<file path="config.mk">
export PLATFORM = sky130hd
export DESIGN_NAME = machine_trap_unit_flat
export DESIGN_NICKNAME = d
export VERILOG_FILES = /design/src/rtl/machine_trap_unit_if.sv /design/src/rtl/machine_trap_unit.sv /design/src/flat_wrapper.sv
export SDC_FILE = /design/constraint.sdc
export NUM_CORES = 1
export LEC_CHECK = 0
export ABC_AREA = 1
export CELL_PAD_IN_SITES_DETAIL_PLACEMENT = 1
export CELL_PAD_IN_SITES_GLOBAL_PLACEMENT = 2
export CORE_UTILIZATION = 32
export CTS_CLUSTER_SIZE = 30
export DETAILED_ROUTE_END_ITERATION = 16
export PLACE_DENSITY_LB_ADDON = 0.1
export SYNTH_ARGS = -nofsm -noshare
export SYNTH_HDL_FRONTEND = slang
export SYNTH_SLANG_ARGS = --single-unit
</file>
<file path="constraint.sdc">
create_clock -name clk_i -period 7.75 [get_ports clk_i]
set_clock_uncertainty 0.2 [all_clocks]
set_input_delay 0.775 -clock clk_i [delete_from_list [all_inputs] [get_ports clk_i]]
set_output_delay 0.775 -clock clk_i [all_outputs]
set_load 0.1 [all_outputs]
</file>
<file path="src/rtl/machine_trap_unit_if.sv">
// Redirect/flush handshake between the machine trap unit and fetch.
// The trap unit is the master; fetch acknowledges with redirect_ready.
interface machine_trap_unit_if;
    logic        redirect_valid;
    logic [31:0] redirect_pc;
    logic        redirect_ready;
    logic        flush_pipeline;

    modport master (
        output redirect_valid,
        output redirect_pc,
        output flush_pipeline,
        input  redirect_ready
    );

    modport slave (
        input  redirect_valid,
        input  redirect_pc,
        input  flush_pipeline,
        output redirect_ready
    );
endinterface

</file>
<file path="src/rtl/machine_trap_unit.sv">
// M-mode trap entry, MRET return and the machine trap CSR file.
// Traps and returns redirect fetch through a valid/ready handshake.
module machine_trap_unit #(
    parameter logic [31:0] RESET_MTVEC = 32'h0000_0000
) (
    input  logic        clk_i,
    input  logic        rst_i,
    input  logic        en_exception_i,
    input  logic [31:0] exception_program_counter_i,
    input  logic [2:0]  exception_cause_i,
    input  logic [31:0] exception_tval_i,
    input  logic        interrupt_machine_software_i,
    input  logic        interrupt_machine_timer_i,
    input  logic        interrupt_machine_external_i,
    input  logic [31:0] interrupt_program_counter_i,
    input  logic        mret_i,
    input  logic        csr_en_i,
    input  logic [1:0]  csr_op_i,
    input  logic [11:0] csr_addr_i,
    input  logic [31:0] csr_wdata_i,
    output logic [31:0] csr_rdata_o,
    output logic        csr_illegal_o,
    machine_trap_unit_if.master redirect
);

    localparam logic [11:0] ADDR_MSTATUS  = 12'h300;
    localparam logic [11:0] ADDR_MIE      = 12'h304;
    localparam logic [11:0] ADDR_MTVEC    = 12'h305;
    localparam logic [11:0] ADDR_MSCRATCH = 12'h340;
    localparam logic [11:0] ADDR_MEPC     = 12'h341;
    localparam logic [11:0] ADDR_MCAUSE   = 12'h342;
    localparam logic [11:0] ADDR_MTVAL    = 12'h343;
    localparam logic [11:0] ADDR_MIP      = 12'h344;

    typedef enum logic {IDLE, REDIRECT} state_t;

    state_t      state;
    logic        status_mie;
    logic        status_mpie;
    logic [31:0] csr_mie;
    logic [31:0] csr_mtvec;
    logic [31:0] csr_mepc;
    logic [31:0] csr_mcause;
    logic [31:0] csr_mtval;
    logic [31:0] csr_mscratch;
    logic        redirect_valid;
    logic        flush_pipeline;
    logic [31:0] redirect_pc;

    logic [31:0] mstatus_val;
    logic [31:0] mip_val;
    logic [31:0] pending;
    logic [3:0]  irq_code;
    logic [3:0]  exc_code;
    logic        tval_valid;
    logic [31:0] mtvec_base;
    logic [31:0] irq_target;
    logic        exc_take;
    logic        irq_take;
    logic        mret_take;
    logic        trap_event;
    logic [31:0] rdata_raw;
    logic        implemented;
    logic        wr_req;
    logic        csr_we;
    logic [31:0] wr_val;

    // MPP is hardwired to M-mode: only M-mode exists in this core
    assign mstatus_val = {19'b0, 2'b11, 3'b0, status_mpie, 3'b0, status_mie, 3'b0};
    assign mip_val = {20'b0, interrupt_machine_external_i, 3'b0,
                      interrupt_machine_timer_i, 3'b0,
                      interrupt_machine_software_i, 3'b0};
    assign pending = mip_val & csr_mie;

    always_comb begin
        irq_code = 4'd0;
        if (pending[11])
            irq_code = 4'd11;
        else if (pending[3])
            irq_code = 4'd3;
        else if (pending[7])
            irq_code = 4'd7;
    end

    always_comb begin
        exc_code   = 4'd2;
        tval_valid = 1'b0;
        case (exception_cause_i)
            3'd0: begin exc_code = 4'd0; tval_valid = 1'b1; end
            3'd1: exc_code = 4'd2;
            3'd2: exc_code = 4'd3;
            3'd3: begin exc_code = 4'd4; tval_valid = 1'b1; end
            3'd4: begin exc_code = 4'd6; tval_valid = 1'b1; end
            3'd5: exc_code = 4'd11;
            default: exc_code = 4'd2;
        endcase
    end

    assign mtvec_base = {csr_mtvec[31:2], 2'b00};
    assign irq_target = (csr_mtvec[1:0] == 2'b01)
                      ? mtvec_base + {26'b0, irq_code, 2'b00}
                      : mtvec_base;

    assign exc_take   = (state == IDLE) && en_exception_i;
    assign irq_take   = (state == IDLE) && !en_exception_i
                      && status_mie && (|pending);
    assign mret_take  = (state == IDLE) && mret_i
                      && !en_exception_i && !irq_take;
    assign trap_event = exc_take || irq_take || mret_take;

    always_comb begin
        rdata_raw   = 32'h0;
        implemented = 1'b1;
        case (csr_addr_i)
            ADDR_MSTATUS:  rdata_raw = mstatus_val;
            ADDR_MIE:      rdata_raw = csr_mie;
            ADDR_MTVEC:    rdata_raw = csr_mtvec;
            ADDR_MSCRATCH: rdata_raw = csr_mscratch;
            ADDR_MEPC:     rdata_raw = csr_mepc;
            ADDR_MCAUSE:   rdata_raw = csr_mcause;
            ADDR_MTVAL:    rdata_raw = csr_mtval;
            ADDR_MIP:      rdata_raw = mip_val;
            default:       implemented = 1'b0;
        endcase
    end

    // RS/RC with a zero operand is a pure read and never writes
    assign wr_req = csr_en_i && ((csr_op_i == 2'b01)
                  || (csr_op_i[1] && (|csr_wdata_i)));
    assign csr_illegal_o = csr_en_i && (!implemented
                         || ((csr_addr_i == ADDR_MIP) && wr_req));
    assign csr_rdata_o = rdata_raw;
    assign csr_we = wr_req && !csr_illegal_o && !trap_event;

    always_comb begin
        wr_val = rdata_raw;
        case (csr_op_i)
            2'b01:   wr_val = csr_wdata_i;
            2'b10:   wr_val = rdata_raw | csr_wdata_i;
            2'b11:   wr_val = rdata_raw & ~csr_wdata_i;
            default: wr_val = rdata_raw;
        endcase
    end

    assign redirect.redirect_valid = redirect_valid;
    assign redirect.redirect_pc    = redirect_pc;
    assign redirect.flush_pipeline = flush_pipeline;

    always_ff @(posedge clk_i or negedge rst_i) begin
        if (!rst_i) begin
            state          <= IDLE;
            status_mie     <= 1'b0;
            status_mpie    <= 1'b0;
            csr_mie        <= 32'h0;
            csr_mtvec      <= RESET_MTVEC;
            csr_mepc       <= 32'h0;
            csr_mcause     <= 32'h0;
            csr_mtval      <= 32'h0;
            csr_mscratch   <= 32'h0;
            redirect_valid <= 1'b0;
            flush_pipeline <= 1'b0;
            redirect_pc    <= 32'h0;
        end else begin
            if (csr_we) begin
                case (csr_addr_i)
                    ADDR_MSTATUS: begin
                        status_mie  <= wr_val[3];
                        status_mpie <= wr_val[7];
                    end
                    ADDR_MIE:      csr_mie <= wr_val & 32'h0000_0888;
                    ADDR_MTVEC:    csr_mtvec <= wr_val[1]
                                 ? {wr_val[31:2], csr_mtvec[1:0]}
                                 : wr_val;
                    ADDR_MSCRATCH: csr_mscratch <= wr_val;
                    ADDR_MEPC:     csr_mepc <= {wr_val[31:2], 2'b00};
                    ADDR_MCAUSE:   csr_mcause <= wr_val;
                    ADDR_MTVAL:    csr_mtval <= wr_val;
                    default: ;
                endcase
            end
            case (state)
                IDLE: begin
                    if (exc_take) begin
                        csr_mepc    <= {exception_program_counter_i[31:2], 2'b00};
                        csr_mcause  <= {28'b0, exc_code};
                        csr_mtval   <= tval_valid ? exception_tval_i : 32'h0;
                        status_mpie <= status_mie;
                        status_mie  <= 1'b0;
                        redirect_pc <= mtvec_base;
                    end else if (irq_take) begin
                        csr_mepc    <= {interrupt_program_counter_i[31:2], 2'b00};
                        csr_mcause  <= {1'b1, 27'b0, irq_code};
                        csr_mtval   <= 32'h0;
                        status_mpie <= status_mie;
                        status_mie  <= 1'b0;
                        redirect_pc <= irq_target;
                    end else if (mret_take) begin
                        status_mie  <= status_mpie;
                        status_mpie <= 1'b1;
                        redirect_pc <= csr_mepc;
                    end
                    if (trap_event) begin
                        state          <= REDIRECT;
                        redirect_valid <= 1'b1;
                        flush_pipeline <= 1'b1;
                    end
                end
                REDIRECT: begin
                    if (redirect.redirect_ready) begin
                        state          <= IDLE;
                        redirect_valid <= 1'b0;
                        flush_pipeline <= 1'b0;
                    end
                end
                default: state <= IDLE;
            endcase
        end
    end

endmodule

</file>
<file path="src/flat_wrapper.sv">
// flat-port wrapper written by rule: the top's interface ports become plain ports
module machine_trap_unit_flat 
#(
    parameter logic [31:0] RESET_MTVEC = 32'h0000_0000
)
  (clk_i, rst_i, en_exception_i, exception_program_counter_i, exception_cause_i, exception_tval_i, interrupt_machine_software_i, interrupt_machine_timer_i, interrupt_machine_external_i, interrupt_program_counter_i, mret_i, csr_en_i, csr_op_i, csr_addr_i, csr_wdata_i, csr_rdata_o, csr_illegal_o, redirect_redirect_valid, redirect_redirect_pc, redirect_flush_pipeline, redirect_redirect_ready);
  machine_trap_unit_if redirect_i ();
  input  logic clk_i;
  input  logic rst_i;
  input  logic en_exception_i;
  input  logic [31:0] exception_program_counter_i;
  input  logic [2:0] exception_cause_i;
  input  logic [31:0] exception_tval_i;
  input  logic interrupt_machine_software_i;
  input  logic interrupt_machine_timer_i;
  input  logic interrupt_machine_external_i;
  input  logic [31:0] interrupt_program_counter_i;
  input  logic mret_i;
  input  logic csr_en_i;
  input  logic [1:0] csr_op_i;
  input  logic [11:0] csr_addr_i;
  input  logic [31:0] csr_wdata_i;
  output logic [31:0] csr_rdata_o;
  output logic csr_illegal_o;
  output wire logic [$bits(redirect_i.redirect_valid)-1:0] redirect_redirect_valid;
  output wire logic [$bits(redirect_i.redirect_pc)-1:0] redirect_redirect_pc;
  output wire logic [$bits(redirect_i.flush_pipeline)-1:0] redirect_flush_pipeline;
  input wire logic [$bits(redirect_i.redirect_ready)-1:0] redirect_redirect_ready;
  assign redirect_redirect_valid = redirect_i.redirect_valid;
  assign redirect_redirect_pc = redirect_i.redirect_pc;
  assign redirect_flush_pipeline = redirect_i.flush_pipeline;
  assign redirect_i.redirect_ready = redirect_redirect_ready;
  machine_trap_unit #(.RESET_MTVEC(RESET_MTVEC)) u_core (.clk_i(clk_i), .rst_i(rst_i), .en_exception_i(en_exception_i), .exception_program_counter_i(exception_program_counter_i), .exception_cause_i(exception_cause_i), .exception_tval_i(exception_tval_i), .interrupt_machine_software_i(interrupt_machine_software_i), .interrupt_machine_timer_i(interrupt_machine_timer_i), .interrupt_machine_external_i(interrupt_machine_external_i), .interrupt_program_counter_i(interrupt_program_counter_i), .mret_i(mret_i), .csr_en_i(csr_en_i), .csr_op_i(csr_op_i), .csr_addr_i(csr_addr_i), .csr_wdata_i(csr_wdata_i), .csr_rdata_o(csr_rdata_o), .csr_illegal_o(csr_illegal_o), .redirect(redirect_i));
endmodule
</file>
==> flow_metrics.tcl <==
set metrics [dict create \
    grt_max_degree 106 \
    insertion_delay_ns 0.48 \
    slowest_stage "clkdlybuf4s50_1" \
    max-slew-margin-rel_pct 17.4 \
    vias 14600 \
    setup_tns_ns 0 \
    seq_power_share_pct 34.3 \
    grt_pass1_vias 14500 \
    status "complete, no violations" \
    cp.arrival_ns 4.74 \
    drc 0 \
    rsz0062_at_grt "false" \
    area_growth_pct 24.4 \
    ys_warn_count 0 \
    hold_class "primary input to async pin" \
    core-area_um2 40200 \
    leakagePower_nw 7.98 \
    fin_nets 2322 \
    cts_max_level 4 \
    power_density_nw_per_um2 255 \
    crit_family "buffers and inverters" \
    cts_buffers 17 \
    wl_um 62200 \
    wl_per_cell_um 23.0 \
    pwr-share-clk_pct 23.4 \
    cts_resized 0 \
    grt_util_all_layers_pct 30.3 \
    dr.pass1.iters 6 \
    drtIter0Drc 1127 \
    synth_area_per_cell_um2 6.57 \
    period_share_pct 73.8 \
    initial_core_util_pct 32.8 \
    fmax_ghz 0.175 \
    cts_tree "done" \
    io_pins 221 \
    antenna_left 0 \
    async_flop_share_pct 100 \
    synth_cells 2003 \
    cts_setup_buffers 0 \
    dp_cells 2669 \
    die_x_um 205 \
    hpwlAfterDp_um 45000 \
    netSwitchingFraction_pct 47.0 \
    rows 73 \
    synth_top_family_by_area "simple AND/OR/NAND/NOR gates" \
    overflow 0 \
    max_stage_delay_ns 1.18 \
    worst_setup_path_end_kind "primary output" \
    startpoint_type "primary input" \
    finalHoldViolations 0 \
    worst_slew_pin_slew_ns 1.23 \
    crit_required_ns 6.78 \
    routed_via_density 5.39 \
    synth_nets 2162 \
    crit_buf_inv 6 \
    synth.distinct_cells 49 \
    cts_buffer_depth 2 \
    synth_xor_area_share_pct 0.865 \
    path_max_fanout 35 \
    max-cap-violations 0 \
    die_y_um 205 \
    port_buffers 216 \
    cts_hold_buf 0 \
    slew_viol_final 0 \
    fillers 5143 \
    worst-setup-path-type "primary input to primary output" \
    irDropWorstVdd_mv 0.152 \
    synth_compound_area_share_pct 15.8 \
    setup_viol 0 \
    synth_adder_area_share_pct 0.532 \
    fin_cells 2703 \
    synth_seq_cells 198 \
    layout-drive-gt1-share_pct 4.64 \
    cts.clk_slew.worst_paths_ns 0.08 \
    dieArea_um2 42000 \
    p_comb_share_pct 42.4 \
    p_int_w 0.00221 \
    syn_area_um2 13200 \
    seq_area_frac_synth_pct 37.6 \
    switchingPower_w 0.00196 \
    grt_pass1_wl_um 93400 \
    cts_sinks 198 \
    path_cells "clkdlybuf4s50_1, nand2_1, nor2_4, buf_4, nand3_1, nor2_1, inv_1, nor2_2, buf_4, inv_1, o21ai_0, a21oi_1, o211ai_1, clkdlybuf4s50_1" \
    gp_congestion 0.901 \
    synth.area.mux_share_pct 0 \
    timing.final.crit_period_ns 5.72 \
    antenna_found_initial 1 \
    synth-simple-area-share_pct 35.3 \
    ys.flop_type "dfrtp_1" \
    synth_edf_count 0 \
    cts_root_buf "clkbuf_16" \
]
[synth_stat cells (2+ instances only)]
| cell | n | area share (%) |
|---|---|---|
| nand2_1 | 629 | 18 |
| inv_1 | 219 | 6.2 |
| nor2_1 | 206 | 5.9 |
| dfrtp_1 | 198 | 38 |
| nand3_1 | 198 | 7.5 |
| o21ai_0 | 160 | 6.1 |
| clkbuf_1 | 58 | 1.7 |
| a21oi_1 | 52 | 2.0 |
| o21ai_1 | 33 | 1.3 |
| a22o_1 | 31 | 2.1 |
| buf_2 | 24 | 0.91 |
| o211ai_1 | 24 | 1.4 |
| and2_1 | 17 | 0.81 |
| a221oi_1 | 16 | 1.1 |
| nand4_1 | 15 | 0.71 |
| buf_1 | 13 | 0.37 |
| nor3_1 | 13 | 0.49 |
| a21boi_0 | 12 | 0.68 |
| inv_2 | 11 | 0.31 |
| xor2_1 | 11 | 0.73 |
| a22oi_1 | 4 | 0.23 |
| buf_4 | 4 | 0.23 |
| ha_1 | 4 | 0.38 |
| nand2_2 | 4 | 0.19 |
| nor2_2 | 4 | 0.19 |
| o21bai_1 | 4 | 0.23 |
| a21boi_1 | 3 | 0.17 |
| a21o_1 | 3 | 0.17 |
| nand2_4 | 3 | 0.26 |
| nand3b_1 | 3 | 0.17 |
| nor2_4 | 3 | 0.26 |
| a31oi_1 | 2 | 0.095 |
| nand3_2 | 2 | 0.15 |
| nor2_8 | 2 | 0.30 |
| nor4_1 | 2 | 0.095 |
| o221ai_1 | 2 | 0.13 |
| xnor2_1 | 2 | 0.13 |
[cells by family (layout without fill, tap and decap cells)]
logic type,count (synthesis),in the layout
buffers and inverters,332,505
XOR/XNOR,13,13
flip-flops,198,198
AO/OA/AOI/OAI,351,351
adder cells (fa/ha/maj),5,5
AND/OR/NAND/NOR,1104,1104
other,0,2
[routing by layer]
metal,vias to the layer above,routed length [µm],global-route usage (%)
met2,486,26800,45.2
met1,7253,29800,44.2
met3,60,4500,6.38
li1,6778,-,-
met4,0,1110,7.20
met5,-,0,0
[power groups by stage]
stage	Sequential [W]	Combinational, W	Clock, W
after floorplan	0.00193	0.000641	0
after global placement	0.00144	0.00174	0
after detailed placement	0.00144	0.00176	0
after CTS	0.00143	0.00177	0.000994
after global routing	0.00145	0.00191	0.00103
final	0.00143	0.00177	0.000976
[flip-flops by register name, indices dropped and copies added, names as in the netlist]
signal,count
u_core.csr_mcause,32
u_core.csr_mepc,32
u_core.csr_mie,3
u_core.csr_mscratch,32
u_core.csr_mtval,32
u_core.csr_mtvec,31
u_core.redirect.redirect_pc,32
u_core.redirect.redirect_valid,1
u_core.state,1
u_core.status_mie,1
u_core.status_mpie,1
[worst paths after layout]
path	start	endpoint	slack, ns	depth (start not counted)
setup / recovery	csr_addr_i[9]	csr_rdata_o[13]	2.03	14
hold / removal	rst_i	u_core.redirect.redirect_pc[5]$_DFFE_PN0P_	0.23	1
setup reg to reg	u_core.csr_mie[11]$_DFFE_PN0P_	u_core.csr_mepc[2]$_DFF_PN0_	3.42	12
hold reg to reg	u_core.redirect.redirect_pc[25]$_DFFE_PN0P_	u_core.redirect.redirect_pc[25]$_DFFE_PN0P_	0.28	2
max in group asynchronous	rst_i	u_core.csr_mscratch[14]$_DFFE_PN0P_	5.83	2
min in group clk_i	u_core.redirect.redirect_pc[25]$_DFFE_PN0P_	u_core.redirect.redirect_pc[25]$_DFFE_PN0P_	0.28	2
[cell usage in the layout, fill, tap and decap left out, types with 11 or more instances in the layout]
master and instances:
nand4_1 15, clkbuf_16 17, o21ai_1 33, clkdlybuf4s50_1 210, xor2_1 11, inv_2 11
a21boi_0 12, o21ai_0 160, nand3_1 198, inv_1 219, dfrtp_1 198, o211ai_1 24
nor2_1 202, buf_4 31, nor3_1 13, a22o_1 31, nand2_1 629, a21oi_1 51
a221oi_1 16, and2_1 17
[through the flow]
stage | power [W] | worst slack (ns) | cell area, µm² | utilization (%) | hold slack [ns]
final | 0.00418 | 2.03 | 16400 | 40.8 | 0.230
after global routing | 0.00439 | 1.85 | 16400 | 40.7 | 0.285
after CTS | 0.00419 | 2.04 | 16400 | 40.7 | 0.260
after detailed placement | 0.00320 | 2.07 | 15800 | 39.2 | 0.268
after global placement | 0.00317 | 2.11 | 15800 | 39.2 | 0.261
after floorplan | 0.00257 | 3.37 | 13200 | - | 0.254
[worst register-to-register path: stages (launching register included)]
cell	delay [ns]
dfrtp_1	0.40
nand2_1	0.20
nand3_1	0.28
nand2_2	0.65
inv_2	0.12
nor2_4	0.15
nand2_4	0.29
nor2_8	0.30
nand3_4	0.48
inv_2	0.74
nand2_1	0.22
nand3_1	0.12
nand2_1	0.06
[area by class of cell]
cell class                 count  area [µm²]  area share (%)
timing repair buffer         242        2350            14.3
clock buffer                  17         425            2.60
antenna                        2        5.00          0.0306
tap                          525         657            4.01
inverter                     231         867            5.29
multi-input combinational   1473        6940            42.3
sequential                   198        4950            30.2
clock inverter                15         185            1.13
(Power assumes the default switching activity.)
